<file path="src/rtl/audio_pkg.sv">
// Shared types and constants for the audio UART return path.
package audio_pkg;

    typedef logic signed [15:0] sample_t;

    typedef enum logic [1:0] {
        IDLE,
        START,
        DATA,
        STOP
    } uart_state_t;

    localparam int UART_FRAME_BITS = 10;

    // Line time of one 16-bit sample: two 8N1 frames.
    function automatic int clks_per_sample(input int clks_per_bit);
        return 2 * UART_FRAME_BITS * clks_per_bit;
    endfunction

endpackage

</file>
<file path="src/rtl/audio_sample_fifo.sv">
// Small synchronous sample FIFO; push-when-full and pop-when-empty are ignored.
module audio_sample_fifo
    import audio_pkg::*;
#(
    parameter int DEPTH = 4
) (
    input  logic                     clk_25mhz,
    input  logic                     rst,
    input  logic                     push,
    input  logic                     pop,
    input  sample_t                  din,
    output sample_t                  dout,
    output logic                     empty,
    output logic                     full,
    output logic [$clog2(DEPTH):0]   count
);

    localparam int AW = $clog2(DEPTH);
    localparam int CW = AW + 1;

    sample_t        mem [DEPTH];
    logic [AW-1:0]  wr_ptr;
    logic [AW-1:0]  rd_ptr;
    logic           do_push;
    logic           do_pop;

    assign do_push = push && !full;
    assign do_pop  = pop && !empty;
    assign empty   = (count == '0);
    assign full    = (count == CW'(DEPTH));
    assign dout    = mem[rd_ptr];

    // DEPTH is a power of two, so the pointers wrap on their own.
    always_ff @(posedge clk_25mhz or posedge rst) begin
        if (rst) begin
            wr_ptr <= '0;
            rd_ptr <= '0;
            count  <= '0;
        end else begin
            if (do_push) wr_ptr <= wr_ptr + 1'b1;
            if (do_pop)  rd_ptr <= rd_ptr + 1'b1;
            count <= count + CW'(do_push) - CW'(do_pop);
        end
    end

    always_ff @(posedge clk_25mhz) begin
        if (do_push) mem[wr_ptr] <= din;
    end

endmodule

</file>
<file path="src/rtl/audio_uart_tx.sv">
// Buffers processed PCM samples and sends each as two 8N1 bytes, low byte first.
module audio_uart_tx
    import audio_pkg::*;
#(
    parameter int CLK_FREQ     = 25_000_000,
    parameter int BAUD         = 115_200,
    parameter int CLKS_PER_BIT = CLK_FREQ / BAUD,
    parameter int FIFO_DEPTH   = 4
) (
    input  logic    clk_25mhz,
    input  logic    rst,
    input  sample_t sample_in,
    input  logic    sample_valid,
    output logic    tx,
    output logic    busy,
    output logic    fifo_full,
    output logic    overflow
);

    localparam int BW = $clog2(CLKS_PER_BIT);
    localparam int CW = $clog2(FIFO_DEPTH) + 1;
    localparam logic [BW-1:0] BAUD_LAST = BW'(CLKS_PER_BIT - 1);

    uart_state_t    state;
    logic [BW-1:0]  baud_cnt;
    logic [2:0]     bit_idx;
    logic           byte_sel;
    sample_t        holder;

    sample_t        fifo_dout;
    logic           fifo_empty;
    logic           fifo_is_full;
    logic [CW-1:0]  fifo_count;
    logic [CW-1:0]  count_next;
    logic           push_ok;
    logic           pop;
    logic           bit_done;
    logic [7:0]     cur_byte;

    audio_sample_fifo #(
        .DEPTH (FIFO_DEPTH)
    ) u_fifo (
        .clk_25mhz (clk_25mhz),
        .rst       (rst),
        .push      (sample_valid),
        .pop       (pop),
        .din       (sample_in),
        .dout      (fifo_dout),
        .empty     (fifo_empty),
        .full      (fifo_is_full),
        .count     (fifo_count)
    );

    assign push_ok    = sample_valid && !fifo_is_full;
    assign pop        = (state == IDLE) && !fifo_empty;
    assign count_next = fifo_count + CW'(push_ok) - CW'(pop);
    assign bit_done   = (baud_cnt == BAUD_LAST);
    assign cur_byte   = byte_sel ? holder[15:8] : holder[7:0];

    // tx is driven from the current state, so the line trails the FSM by one
    // cycle; this puts the start bit two edges after a push into an idle block.
    always_ff @(posedge clk_25mhz or posedge rst) begin
        if (rst) begin
            state     <= IDLE;
            baud_cnt  <= '0;
            bit_idx   <= '0;
            byte_sel  <= 1'b0;
            holder    <= '0;
            tx        <= 1'b1;
            busy      <= 1'b0;
            fifo_full <= 1'b0;
            overflow  <= 1'b0;
        end else begin
            overflow  <= sample_valid && fifo_is_full;
            fifo_full <= (count_next == CW'(FIFO_DEPTH));
            busy      <= (state != IDLE) || (fifo_count != '0);

            case (state)
                IDLE: begin
                    tx       <= 1'b1;
                    baud_cnt <= '0;
                    if (pop) begin
                        holder   <= fifo_dout;
                        byte_sel <= 1'b0;
                        state    <= START;
                    end
                end
                START: begin
                    tx <= 1'b0;
                    if (bit_done) begin
                        baud_cnt <= '0;
                        bit_idx  <= '0;
                        state    <= DATA;
                    end else begin
                        baud_cnt <= baud_cnt + 1'b1;
                    end
                end
                DATA: begin
                    tx <= cur_byte[bit_idx];
                    if (bit_done) begin
                        baud_cnt <= '0;
                        if (bit_idx == 3'd7) state <= STOP;
                        else                 bit_idx <= bit_idx + 3'd1;
                    end else begin
                        baud_cnt <= baud_cnt + 1'b1;
                    end
                end
                STOP: begin
                    tx <= 1'b1;
                    if (bit_done) begin
                        baud_cnt <= '0;
                        if (!byte_sel) begin
                            byte_sel <= 1'b1;
                            state    <= START;
                        end else begin
                            state <= IDLE;
                        end
                    end else begin
                        baud_cnt <= baud_cnt + 1'b1;
                    end
                end
                default: state <= IDLE;
            endcase
        end
    end

endmodule

</file>
<file path="config.mk">
export PLATFORM = sky130hd
export DESIGN_NAME = audio_uart_tx
export DESIGN_NICKNAME = d
export VERILOG_FILES = /design/src/rtl/audio_pkg.sv /design/src/rtl/audio_sample_fifo.sv /design/src/rtl/audio_uart_tx.sv
export SDC_FILE = /design/constraint.sdc
export NUM_CORES = 1
export LEC_CHECK = 0
export ABC_AREA = 1
export BUFFER_PORTS_ARGS = -buffer_cell sky130_fd_sc_hd__buf_2
export CAP_MARGIN = 20
export CELL_PAD_IN_SITES_DETAIL_PLACEMENT = 0
export CELL_PAD_IN_SITES_GLOBAL_PLACEMENT = 2
export CORE_UTILIZATION = 44
export CTS_CLUSTER_SIZE = 16
export DETAILED_ROUTE_END_ITERATION = 7
export GPL_TIMING_DRIVEN = 0
export PLACE_DENSITY = 0.92
export REMOVE_ABC_BUFFERS = 1
export SKIP_CTS_REPAIR_TIMING = 1
export SYNTH_ARGS = -nofsm -noshare
export SYNTH_HDL_FRONTEND = slang
export SYNTH_SLANG_ARGS = --single-unit
</file>
<file path="constraint.sdc">
create_clock -name clk_25mhz -period 5 [get_ports clk_25mhz]
set_input_delay 1.25 -clock clk_25mhz [delete_from_list [all_inputs] [get_ports clk_25mhz]]
set_output_delay 1.25 -clock clk_25mhz [all_outputs]
set_load 0.005 [all_outputs]
</file>
Word-level counts from Yosys, hierarchy flattened
Memories as Yosys holds them, arrays and structs flattened. A register that Yosys moved wholly into a read port is not among the register bits.
Cells that the tools add are included.
Widths: inputs -> output; s select.
- register bits: 25
- memory bits (writable): 64
- input bits: 19
- output and inout port bits: 4
- word-level logic and storage cells: 74
- memories kept: 1
- memories (memory ; words ; width ; rd ports ; clocked after memory_dff ; wr ports ; line ; source):
    u_fifo.mem ; 4 ; 16 ; 1 ; 1 ; 1 ; audio_sample_fifo.sv:21 ; sample_t mem [DEPTH];
- add/sub/neg operators: 7
- $lt $le $gt $ge: 1
- equality and inequality tests: 13
- mux-type cells: 22
- reduce and logical (&&, ||, !) cells: 19
- operators by type and width (operator ; number):
    $mux 8 ; 2
    $pmux 8 s2 ; 1
    $ne 2x2->1 const B ; 6
    $mux 2 ; 5
    $eq 3x3->1 const B ; 3
    $mux 3 ; 3
    $add 8x1->8 const B ; 1
    $eq 8x8->1 const B ; 1
    $pmux 2 s4 ; 1
    $mux 1 ; 6
    $pmux 3 s2 ; 1
    $reduce_bool 2->1 ; 3
    $sub 3x1->3 ; 2
    $reduce_and 5->1 ; 1
    $add 2x1->2 const B ; 2
    $eq 2x2->1 const B ; 2
    $logic_and 1x1->1 ; 4
    $lt 3x4->1 const B ; 1
    $reduce_and 4->1 ; 1
    $add 3x1->3 ; 1
    $add 3x1->3 const B ; 1
    $bmux 1 s3 ; 1
    $logic_not 3->1 ; 1
    $pmux 1 s3 ; 1
    10 further kinds ; 11

Depth between registers and ports, before layout
- word-level depth: 6
- gate-level depth with buffers: 9
- gate-level depth less buffers: 9

Modules after synthesis
A second synthesis with hierarchy kept.
- cells, all modules: 481
- area total of the unflattened synthesis: 4799.6 sq um
- by module, submodules not included (module ; times used ; cells each ; area each (sq um) ; sequential area each (sq um)):
    audio_sample_fifo ; 1 ; 262 ; 3004.1 ; 2097.0
    audio_uart_tx ; 1 ; 219 ; 1795.5 ; 852.1

Least setup slack after synthesis
Ideal clock, no wire load.
- path type: input -> register
- start: input port sample_valid
- end: memory u_fifo.mem[0][0] (netlist bit), enable pin
- arrival: 2086 ps
- data required time: 4611 ps
- setup slack: 2526 ps
- stages on the path: 2
- buffers on the path: 0
- cells stage by stage: nand2_1 nor2_1
- longest elaborated chain between the ends: 3
- RTL lines (item ; line ; source):
    start: declaration ; audio_uart_tx.sv:13 ; input logic sample_valid,
    $logic_and 1x1->1 ; audio_sample_fifo.sv:27 ; assign do_push = push && !full;
    $mux 1 ; audio_sample_fifo.sv:47 ; if (do_push) mem[wr_ptr] <= din;
    $mux 1 (not written as such) ; audio_sample_fifo.sv:47 ;
    end: declaration ; audio_sample_fifo.sv:21 ;
No other way between the ends.

Final worst setup path
- start: input port sample_valid
- end: register fifo_full
- longest elaborated chain between the ends: 4
- RTL lines (item ; line ; source):
    $logic_and 1x1->1 ; audio_uart_tx.sv:54 ; assign push_ok = sample_valid && !fifo_is_full;
    net push_ok ; audio_uart_tx.sv:35 ; logic push_ok;
    $add 3x1->3 ; audio_uart_tx.sv:56 ; assign count_next = fifo_count + CW'(push_ok) - CW'(pop);
    $sub 3x1->3 ; audio_uart_tx.sv:56 ;
    $eq 3x3->1 ; audio_uart_tx.sv:75 ; fifo_full <= (count_next == CW'(FIFO_DEPTH));
    end signal: assignment ; audio_uart_tx.sv:75 ;
    end: declaration ; audio_uart_tx.sv:16 ; output logic fifo_full,
The timed path passes the listed nets, and every way through them passes these cells.
A chain may end at the register's enable or synchronous reset.

==> impl_metrics.py <==
metrics = {
    "min_path": {
        "holdPathEnd": "baud_cnt[0]",
        "hp-class": "reg -> reg",
        "min_from": "baud_cnt[0]",
        "hold_path_depth": 1,
    },
    "sta": {
        "hold_violations": 0,
        "fin_worst_skew_ps": 14.2,
        "min_period_ps": 2360,
        "grt_setup_unrepaired": "false",
        "post-route-period-util": 0.472,
        "drv_slew": 0,
        "fmax_mhz": 424,
        "finalSetupViolations": 0,
        "tightest_slew_ps": 1000,
        "relSlewSlack": 0.333,
        "tns_ps": 0,
    },
    "die": {
        "rows": 37,
        "start_util": 0.451,
        "die_h_um": 104,
        "die_x_um": 104,
        "dieArea_um2": 10900,
        "ios": 23,
        "core_um2": 10200,
    },
    "yosys": {
        "synth-xor-area-share": 0.0133,
        "synthCells": 406,
        "yosys.cell_types.count": 30,
        "syn_area_um2": 4620,
        "synth-seq-area-share": 0.639,
        "synth_simple_gate_area_frac": 0.130,
        "avgSynthCellArea_um2": 11.4,
        "ys.warnings.count": 0,
        "synthMuxAreaShare": 0,
        "synth-compound-area-share": 0.0989,
        "synth_top_family_by_area": "simple AND/OR/NAND/NOR gates",
        "synthAdderAreaFrac": 0.0515,
        "synth-seq-cells": 105,
    },
    "setup_path": {
        "critPathLaunchType": "input port",
        "timing.rr.start": "state[0]",
        "worstReg2RegEnd": "u_fifo.rd_ptr[1]",
        "end_kind": "flop",
        "crit_required_ps": 5260,
        "critPathArrivalTime_ps": 2630,
        "reg2regPathDepth": 7,
        "path_cells": "buf_2 -> nand2_1 -> inv_1 -> ha_1 -> ha_1 -> xnor2_1 -> xor2_1 -> nor3_1",
        "max_stage_delay_ps": 250,
        "crit_top_cell": "ha_1",
        "crit_fanout": 6,
        "r2r_slack_ps": 2930,
        "crit_slowest_cell": "xnor2_1",
        "path_class": "in -> reg",
    },
    "clock_network": {
        "h-tree-depth": 3,
        "cts_root_buf": "clkbuf_8",
        "clock-sinks": 105,
        "cts_tree": "built",
        "clock_latency_ps": 360,
        "clk_pin_slew_ps": 110,
        "cts_made_buffers": 9,
        "cts_buffer_depth": 2,
    },
    "place": {
        "io_buffers": 22,
        "post-dp-hpwl_um": 5280,
        "gp_congestion": 0.772,
    },
    "routing": {
        "vias": 2877,
        "firstDrtPassIters": 4,
        "wirelength_um": 7900,
        "wl_per_cell_um": 13.8,
        "viasPerCell": 5.03,
        "postRouteAntennaNets": 0,
        "first_iter_violations": 156,
        "drc_errors": 0,
    },
    "grt": {
        "top_usage_layer": "met2",
        "grt_pass1_vias": 2868,
        "overflow": 0,
        "grt.met2_usage": 0.271,
        "grt_use_met1": 0.204,
        "grt_max_degree": 42,
        "grt_antenna_before_repair": 0,
        "grt_pass1_wl_um": 13500,
        "use_met3": 0.0326,
        "grt_usage": 0.161,
    },
    "power": {
        "intPower_uw": 1820,
        "p_clk_frac": 0.186,
        "powerDensity_nw_per_um2": 566,
        "vdd_drop_max_mv": 0.187,
        "p_leak_uw": 0.00211,
        "share_seq_of_total_power": 0.453,
        "netSwitchingFraction": 0.372,
        "p_comb_frac": 0.361,
        "p_sw_uw": 1080,
    },
    "finish": {
        "utilization": 0.500,
        "antennaDiodeCount": 0,
        "syn_to_final_growth_pct": 10.8,
        "drive_gt1_frac": 0.163,
        "fin_nets": 469,
    },
    "status": {
        "status": "complete, no violations",
    },
    "flow_run": {
        "max_cap_violations": 0,
    },
}
critical path: cells and delay by family:
kind                       cells  cell delay [ps]
xor gates and xnor gates       2              430
adders and majority gates      2              380
buffers and inverters          2              250
and+or+nand+nor                2              300
cells in the final DEF, fill, tap and decap left out, drive strengths merged:
cell / count
xor2: 3
nor4: 1
nand2: 46
nor3: 5
nand4: 2
dfrtp: 40
inv: 58
and3: 1
bufinv: 1
xnor2: 4
nor2: 63
o21ai: 39
a211oi: 1
buf: 28
a21oi: 8
o32ai: 16
a31oi: 1
nor3b: 1
nand3: 22
dfstp: 1
ha: 19
clkbuf: 9
clkinv: 3
edfxtp: 64
per-stage QoR:
step / hold WS [ps] / area [um^2] / setup slack (ps) / total power [uW] / cells
2_1_floorplan: 455 / 4510 / 2530 / 2040 / 392
3_3_place_gp: 477 / 4790 / 1750 / 2270 / 550
3_5_place_dp: 500 / 4850 / 2260 / 2340 / 554
4_1_cts: 520 / 5060 / 2350 / 2880 / 570
5_1_grt: 548 / 5110 / 2550 / 3120 / 572
6_report: 524 / 5110 / 2640 / 2890 / 572
power groups by stage:
stage	Sequential, uW	Clock [uW]	Combinational, uW
global route	1340	590	1190
global placement	1360	0	917
finish	1310	538	1040
floorplan	1310	0	730
CTS	1350	554	984
detailed placement	1360	0	980
synth_stat cells (all sizes together):
library cell  count  share of area
edfxtp           64           0.42
nor2             63          0.052
inv              54          0.044
nand2            46          0.037
dfrtp            40           0.22
o21ai            39          0.054
nand3            22          0.025
ha               19          0.052
o32ai            16          0.030
buf              13          0.022
a21oi             8         0.0087
nor3              5         0.0054
xnor2             4         0.0076
xor2              3         0.0057
nand4             2         0.0027
a211oi            1         0.0016
a31oi             1         0.0046
and3              1         0.0014
clkbuf            1        0.00081
clkinv            1         0.0011
dfstp             1         0.0057
nor3b             1         0.0016
nor4              1         0.0046
sequential cells by signal, summed over array words and instances, names as in the netlist:
| signal | cells |
|---|---|
| u_fifo.count | 3 |
| holder | 16 |
| tx | 1 |
| state | 2 |
| bit_idx | 3 |
| u_fifo.rd_ptr | 2 |
| baud_cnt | 8 |
| u_fifo.wr_ptr | 2 |
| byte_sel | 1 |
| u_fifo.mem | 64 |
| fifo_full | 1 |
| overflow | 1 |
| busy | 1 |
metal layers:
layer	wire, um	share of wire	vias to the layer above
li1	-	-	1424
met5	0	0	-
met2	3860	0.49	49
met3	258	0.033	8
met1	3690	0.47	1396
met4	98	0.012	0
worst max path at each step:
stage | from | to | slack [ps] | depth (start not counted)
5_1_grt | sample_valid | fifo_full | 2550 | 8
3_5_place_dp | sample_valid | u_fifo.count[2] | 2260 | 8
6_report | sample_valid | fifo_full | 2640 | 8
3_3_place_gp | sample_valid | u_fifo.mem[0][11] | 1750 | 3
2_1_floorplan | sample_valid | u_fifo.mem[0][0] | 2530 | 2
4_1_cts | u_fifo.rd_ptr[0] | holder[10] | 2350 | 5
cell type report:
class	instances	area [um^2]
clock inverter	7	83.8
tap	136	170
timing repair buffer	28	214
clock buffer	9	124
inverter	55	208
multi-input combinational	232	1370
sequential	105	2950
fill	910	5120
cells by family (layout without fill, tap and decap cells):
group           Yosys count  in the layout
simple gates            141            141
flops                   105            105
xor+xnor                  7              7
compound gates           65             65
buf+inv                  69             99
fa+ha+maj                19             19
No activity file was read; power rests on OpenSTA's default activity.
